==> src/rtl/qcw_burst_sequencer.sv <==
// QCW burst sequencer: relay precharge, settle, PLL start, run and cooldown, with fault latching.
// Define QCW_SEQ_PHASE_RAMP_EN to enable the saturating phase ramp applied during RUN.
module qcw_burst_sequencer #(
  parameter int unsigned PRECHARGE_CYCLES = 16000,
  parameter int unsigned SETTLE_CYCLES    = 1600,
  parameter int unsigned COOLDOWN_CYCLES  = 160000
) (
  input  logic        clk,
  input  logic        reset_n,
  input  logic        fire_req,
  input  logic        fault_clear,
  input  logic        uvlo_ok,
  input  logic [15:0] cfg_cycle_limit,
  input  logic [7:0]  cfg_phase_start,
  input  logic [7:0]  cfg_phase_step,
  input  logic [7:0]  cfg_phase_max,
  input  logic        qcw_cycle_finished,
  input  logic        qcw_done,
  input  logic        qcw_fault,
  input  logic        qcw_halt,
  output logic        qcw_start,
  output logic [15:0] qcw_cycle_limit,
  output logic [7:0]  qcw_phase_shift,
  output logic        relay_precharge,
  output logic        relay_main,
  output logic        busy,
  output logic        fault_latched,
  output logic        fire_ack
);

  localparam logic [31:0] PRECHARGE_LOAD = 32'(PRECHARGE_CYCLES - 1);
  localparam logic [31:0] SETTLE_LOAD    = 32'(SETTLE_CYCLES - 1);
  localparam logic [31:0] COOLDOWN_LOAD  = 32'(COOLDOWN_CYCLES - 1);

  typedef enum logic [2:0] {
    S_IDLE, S_PRECHARGE, S_SETTLE, S_FIRE, S_RUN, S_COOLDOWN, S_FAULT
  } state_e;

  state_e      state;
  logic [31:0] count;
  logic [7:0]  cfg_phase_start_q;
  logic        accept;
  logic        abort;

  assign accept = (state == S_IDLE) && fire_req && uvlo_ok;
  // Any supervisory trip while the relays or PLL are active pre-empts normal sequencing, including qcw_done.
  assign abort  = (state inside {S_PRECHARGE, S_SETTLE, S_FIRE, S_RUN}) &&
                  (qcw_fault || qcw_halt || !uvlo_ok);

`ifdef QCW_SEQ_PHASE_RAMP_EN
  logic [7:0] cfg_phase_step_q;
  logic [7:0] cfg_phase_max_q;
  logic [8:0] phase_sum;
  logic [7:0] phase_next;

  // 9-bit sum so the carry is seen and the ramp clamps at the maximum instead of wrapping.
  always_comb begin
    phase_sum  = {1'b0, qcw_phase_shift} + {1'b0, cfg_phase_step_q};
    phase_next = (phase_sum > {1'b0, cfg_phase_max_q}) ? cfg_phase_max_q : phase_sum[7:0];
  end

  always_ff @(posedge clk or negedge reset_n) begin
    if (!reset_n) begin
      cfg_phase_step_q <= '0;
      cfg_phase_max_q  <= '0;
    end else if (accept) begin
      cfg_phase_step_q <= cfg_phase_step;
      cfg_phase_max_q  <= cfg_phase_max;
    end
  end
`else
  logic unused_ramp_inputs;
  assign unused_ramp_inputs = ^{cfg_phase_step, cfg_phase_max, qcw_cycle_finished};
`endif

  // NOTE: every registered output is assigned with <= so all of them update together on the same edge.
  always_ff @(posedge clk or negedge reset_n) begin
    if (!reset_n) begin
      state             <= S_IDLE;
      count             <= '0;
      cfg_phase_start_q <= '0;
      qcw_start         <= 1'b0;
      qcw_cycle_limit   <= '0;
      qcw_phase_shift   <= '0;
      relay_precharge   <= 1'b0;
      relay_main        <= 1'b0;
      busy              <= 1'b0;
      fault_latched     <= 1'b0;
      fire_ack          <= 1'b0;
    end else begin
      qcw_start <= 1'b0;
      fire_ack  <= 1'b0;
      if (abort) begin
        state           <= S_FAULT;
        relay_precharge <= 1'b0;
        relay_main      <= 1'b0;
        fault_latched   <= 1'b1;
      end else begin
        case (state)
          S_IDLE: begin
            if (accept) begin
              fire_ack          <= 1'b1;
              busy              <= 1'b1;
              qcw_cycle_limit   <= cfg_cycle_limit;
              cfg_phase_start_q <= cfg_phase_start;
              relay_precharge   <= 1'b1;
              count             <= PRECHARGE_LOAD;
              state             <= S_PRECHARGE;
            end
          end
          S_PRECHARGE: begin
            if (count == '0) begin
              relay_precharge <= 1'b0;
              relay_main      <= 1'b1;
              count           <= SETTLE_LOAD;
              state           <= S_SETTLE;
            end else begin
              count <= count - 32'd1;
            end
          end
          S_SETTLE: begin
            if (count == '0) begin
              qcw_phase_shift <= cfg_phase_start_q;
              qcw_start       <= 1'b1;
              state           <= S_FIRE;
            end else begin
              count <= count - 32'd1;
            end
          end
          S_FIRE: state <= S_RUN;
          S_RUN: begin
`ifdef QCW_SEQ_PHASE_RAMP_EN
            if (qcw_cycle_finished) qcw_phase_shift <= phase_next;
`endif
            if (qcw_done) begin
              relay_main <= 1'b0;
              count      <= COOLDOWN_LOAD;
              state      <= S_COOLDOWN;
            end
          end
          S_COOLDOWN: begin
            if (count == '0) begin
              busy            <= 1'b0;
              qcw_phase_shift <= '0;
              state           <= S_IDLE;
            end else begin
              count <= count - 32'd1;
            end
          end
          S_FAULT: begin
            // Only leave FAULT once the PLL reports idle, so a cleared fault cannot re-arm a live burst.
            if (fault_clear && qcw_done) begin
              fault_latched <= 1'b0;
              count         <= COOLDOWN_LOAD;
              state         <= S_COOLDOWN;
            end
          end
          default: state <= S_IDLE;
        endcase
      end
    end
  end

endmodule

==> config.mk <==
export PLATFORM = sky130hd
export DESIGN_NAME = qcw_burst_sequencer
export DESIGN_NICKNAME = d
export VERILOG_FILES = /design/src/rtl/qcw_burst_sequencer.sv
export SDC_FILE = /design/constraint.sdc
export NUM_CORES = 1
export LEC_CHECK = 0
export ABC_AREA = 1
export CAP_MARGIN = 10
export CELL_PAD_IN_SITES_DETAIL_PLACEMENT = 0
export CELL_PAD_IN_SITES_GLOBAL_PLACEMENT = 1
export CORE_MARGIN = 2
export CORE_UTILIZATION = 49
export CTS_CLUSTER_DIAMETER = 150
export DETAILED_ROUTE_END_ITERATION = 12
export DONT_BUFFER_PORTS = 1
export PLACE_DENSITY = 0.93
export RECOVER_POWER = 100
export SLEW_MARGIN = 30
export SYNTH_ARGS = -nofsm -noshare
export SYNTH_HDL_FRONTEND = slang
export SYNTH_SLANG_ARGS = --single-unit
==> constraint.sdc <==
create_clock -name clk -period 4.45 [get_ports clk]
set_input_delay 0.6675 -clock clk [delete_from_list [all_inputs] [get_ports clk]]
set_output_delay 0.6675 -clock clk [all_outputs]
set_load 0.1 [all_outputs]
-- After elaboration in Yosys (flattened, before gate mapping)
Cells that the tools add are included.
- register bits: 73
- latch bits: 0
- bits in writable memories: 0
- memory bits (read-only): 0
- input port bits: 49
- output and inout port bits: 30
- logic and storage cells: 92
- memories kept: 0
- add/subtract/negate cells: 1
- $mul: 0
- div/mod/pow operators: 0
- order comparisons: 0
- eq/ne operators: 18
- shifts and indexed selects: 0
- muxes and demuxes: 35
- bitwise logic cells: 1
- reductions and logical operators: 26
- operators with widths (cell ; number):
    2-to-1 mux 32 bit ; 5
    case mux 32 bit (5 select lines) ; 1
    zero test 32 bit ; 1
    subtractor 32 x 1 -> 32 bit (second input constant) ; 1
    2-to-1 mux 3 bit ; 7
    case mux 3 bit (7 select lines) ; 1
    2-to-1 mux 8 bit ; 2
    case mux 8 bit (2 select lines) ; 1
    2-to-1 mux 1 bit ; 15
    inequality test 3 bit (second input constant) ; 4
    AND reduction 6 bit ; 2
    inequality test 2 bit (second input constant) ; 5
    == test 3 bit (second input constant) ; 3
    AND reduction 3 bit ; 3
    AND reduction 4 bit ; 2
    nonzero test 2 bit ; 4
    == test 3 x 2 -> 1 bit (second input constant) ; 2
    inequality test 3 x 2 -> 1 bit (second input constant) ; 2
    case mux 1 bit (2 select lines) ; 3
    nonzero test 3 bit ; 2
    nonzero test 5 bit ; 1
    logical AND 1 bit ; 4
    nonzero test 4 bit ; 1
    == test 3 x 1 -> 1 bit (second input constant) ; 1
    7 further kinds ; 8

-- Depth between registers and ports, before layout
- word-level depth: 6
- depth in mapped cells: 13
- depth with buffers taken out: 13

-- Worst setup path after synthesis
Ideal clock, no wire load.
- path kind: input to register
- start: in qcw_halt
- end: reg count[0]
- library setup time: 119 ps
- arrival: 1611 ps
- required time: 4331 ps
- slack: 2720 ps
- stages on the path: 8
- path buffers: 1
- cell sequence: nor2_1 nand2_1 nand3_2 inv_2 nor2_8 buf_2 o2111ai_1 o21a_1
- longest elaborated chain between the ends: 5
- ends and longest elaborated chain (element ; RTL line ; source):
    from (decl) ; 20 ; input logic qcw_halt,
    logical OR 1 bit (2 in series) ; 48 ; (qcw_fault || qcw_halt || !uvlo_ok);
    logical AND 1 bit ; 47 ; assign abort = (state inside {S_PRECHARGE, S_SETTLE, S_FIRE, S_RUN}) &&
    NOT 1 bit (no line) ; n/a ;
    AND reduction 6 bit (no line) ; n/a ;
    to (signal assigned) ; 118 ; count <= count - 32'd1;
    to (signal assigned) ; 127 ; count <= count - 32'd1;
    to (signal assigned) ; 147 ; count <= count - 32'd1;
    to (decl) ; 40 ; logic [31:0] count;
Every way passes these cells.
A chain may end at the register's enable or synchronous reset.

-- Worst setup path after layout
- start: reg count[9]
- end: reg count[0]
- longest elaborated chain between the ends: 3
- elaborated cells between the ends (all ways): 5
- classes of those cells: eq/ne (1); mux (2); reduce/logical (2)
- ends and longest elaborated chain (element ; RTL line):
    zero test 32 bit * ; 112, 122, 142
    2-to-1 mux 32 bit or inequality test 2 bit (tied branches) ; n/a
    case mux 32 bit (5 select lines) or AND reduction 6 bit (tied branches) ; n/a
Every way passes the cells marked *; elsewhere a longest branch is shown, timed or not.

==> flow_summary.yaml <==
sta:
  clock.fmax_mhz: 322
  fin_crit_ps: 3110
  fin_crit_sh_pct: 69.9
  fin_worst_skew_ps: 14.4
  final_hold_viol_count: 0
  setup_violations: 0
  fin_tns_setup_ps: 0
  max_slew.worst_pin.slew_ps: 2560
  rsz0062_at_grt: "false"
  relSlewSlack_pct: -70.9
  drv_slew: 45
global_routing:
  grt_pass1_vias: 3926
  grt_overflow: 0
  antenna_found_initial: 0
  grt_first_pass_wirelength_um: 18400
  grt_max_degree: 45
  track_usage_pct: 23.6
die:
  start_util_pct: 50.2
  die-area_mm2: 0.00965
  die_h_um: 98.3
  die-width_um: 98.3
  io_pins: 79
  coreArea_mm2: 0.00868
  std_cell_rows: 34
critical_path:
  worst_setup_path_end_kind: "flip-flop"
  rrSetupSlack_ps: 1340
  path_cells: "nor2_1 > nand2_1 > nor2_1 > nand2_1 > nor2_1 > nand2_1 > nand2_4 > inv_2 > o21a_1"
  worstSetupPathType: "flip-flop to flip-flop"
  arrival_ps: 3350
  r2r-start: "count[9]$_DFFE_PN0P_"
  cpLargestDelayFamily: "simple AND/OR/NAND/NOR gates"
  r2r_end: "count[0]$_DFFE_PN0P_"
  worstPathRequired_ps: 4690
  r2r_cells: 9
  slowest_delay_ps: 720
  slowest_stage: "nand2_1"
  start_kind: "flip-flop"
  worst-path-max-fanout: 34
  crit_buf_inv: 1
synth:
  synth_top_area_share_pct: 42.0
  synthCells: 642
  synth_nets: 693
  synth_cell_types: 34
  synth_area_mm2: 0.00435
  synth.avg_cell_area_um2: 6.78
  synth_seq_area_share_pct: 42.0
  yosysWarnings: 0
  synthTopCellsByArea: "dfrtp_1 (42%), nand2_1 (21%), nor2_1 (8.3%)"
  post-synth-top-area-cell: "dfrtp_1"
  ys_ff_latch: 73
hold_path:
  hold-path-endpoint: "qcw_cycle_limit[15]$_DFFE_PN0P_"
  worstHoldStart: "cfg_cycle_limit[15]"
  hp-class: "input port to flip-flop"
  whs_path_depth: 2
route:
  drtIter0Drc: 216
  first_pass_iters: 5
  route.detailed.drc: 0
  vias_per_cell: 5.33
  drtAntennaViolNets: 0
  drt_wl_total_um: 10500
  dr_total_vias: 4021
  wl_per_cell_um: 14.0
finish:
  final_common_cell: "nand2_1"
  fin_nets: 692
  fin_cells: 754
  drive_gt1_share_pct: 5.57
  areaGrowthSynthToFinish_pct: 5.58
  mostFrequentLayoutCells: "nand2_1 (250), nor2_1 (100), dfrtp_1 (73)"
  fillers: 883
  antenna_cells: 0
clocking:
  cts_max_path_buffers: 2
  cts_tree: "built"
  path_clk_slew_ps: 90
  cts_sinks: 73
  clkLatencyLatePin_ps: 360
  cts.root.buffer_cell: "clkbuf_8"
  cts_resized: 0
  cts_buffers: 9
  cts_max_level: 3
placed_design:
  portBuffers: 0
  dp.cells: 735
  dp_hpwl_um: 7340
  gp_congestion: 0.950
flow_run:
  maxCapViolations: 1
power_and_ir_drop:
  p_leak_nw: 2.49
  power_density_mw_per_mm2: 765
  ir_worst_vdd_mv: 0.678
outcome:
  status: "finished, violations left"
  violations: "max-capacitance violations, max-slew violations"
## metrics by stage
stage                     instance area [µm²]  total power, mW  setup slack [ps]  utilization (%)  hold WS [ps]
after floorplan                          4350             2.74              2720                -           372
after global placement                   4400             2.94              2020             50.7           375
after detailed placement                 4400             2.97              2000             50.7           375
after CTS                                4650             3.54              2080             53.6           148
after global routing                     4600             3.80              1020             53.0           406
final                                    4600             3.52              1340             53.0           414
## where the power goes
part	internal, mW	switching [mW]
Clock	0.271	0.288
Combinational	0.380	0.875
Sequential	0.859	0.843
## state kept, by name (all words and copies together), names as in the netlist
name / cells
count: 32
qcw_cycle_limit: 16
cfg_phase_start_q: 8
qcw_phase_shift: 8
state: 3
busy: 1
fault_latched: 1
fire_ack: 1
qcw_start: 1
relay_main: 1
relay_precharge: 1
## repair_timing
item	CTS	global route
hold endpoints to repair	44	0
setup buffers	0	0
hold buffers	3	0
setup endpoints to repair	0	0
## cells in the mapped netlist, drive strengths merged
cell	n
xor2	8
o21a	2
o211ai	1
nor2	108
buf	12
o21ai	27
a21oi	9
or2	1
a2bb2oi	1
o2111ai	1
inv	64
nand3b	2
nor3b	1
ha	2
nand4	15
dfrtp	73
xnor2	2
clkbuf	4
nand3	41
clkinv	1
o21bai	1
nor3	11
nand2	255
## worst max-delay path by stage
stage | slack, ps | end | startpoint | depth (start not counted)
detailed placement | 2000 | count[22]$_DFFE_PN0P_ | qcw_halt | 10
global route | 1020 | count[2]$_DFFE_PN0P_ | count[9]$_DFFE_PN0P_ | 10
global placement | 2020 | count[22]$_DFFE_PN0P_ | qcw_halt | 10
finish | 1340 | count[0]$_DFFE_PN0P_ | count[9]$_DFFE_PN0P_ | 9
CTS | 2080 | count[13]$_DFFE_PN0P_ | state[1]$_DFFE_PN0P_ | 9
floorplan | 2720 | count[0]$_DFFE_PN0P_ | qcw_halt | 8
## worst reg2reg max path, stage by stage (launching register included)
cell and delay, ps:
dfrtp_1 450, nor2_1 230, nand2_1 170, nor2_1 130, nand2_1 90, nor2_1 220
nand2_1 720, nand2_4 490, inv_2 250, o21a_1 240
## per-layer routing
layer	wire (µm)	up-vias	part of all wire, %	global-route usage (%)
li1	-	1991	-	-
met1	4760	1872	45	30.2
met2	4940	142	47	38.7
met3	680	16	6.4	6.66
met4	157	0	1.5	8.11
met5	0	-	0	0
## area by class of cell
class | instances | area (µm²) | share of cell area, %
Multi-Input combinational cell | 488 | 2160 | 47.0
Sequential cell | 73 | 1830 | 39.7
Clock inverter | 7 | 85.1 | 1.85
Inverter | 65 | 244 | 5.31
Timing Repair Buffer | 4 | 21.3 | 0.463
Clock buffer | 9 | 124 | 2.70
Tap cell | 108 | 135 | 2.94
## logic make-up after synthesis
kind of cell	share of synthesized area, %
AND/OR/NAND/NOR	42.2
buffers and inverters	7.85
flip-flops	42.0
AO/OA/AOI/OAI	5.40
XOR/XNOR	2.01
adder cells (fa/ha/maj)	0.575
No activity file was read; power rests on OpenSTA's default activity.
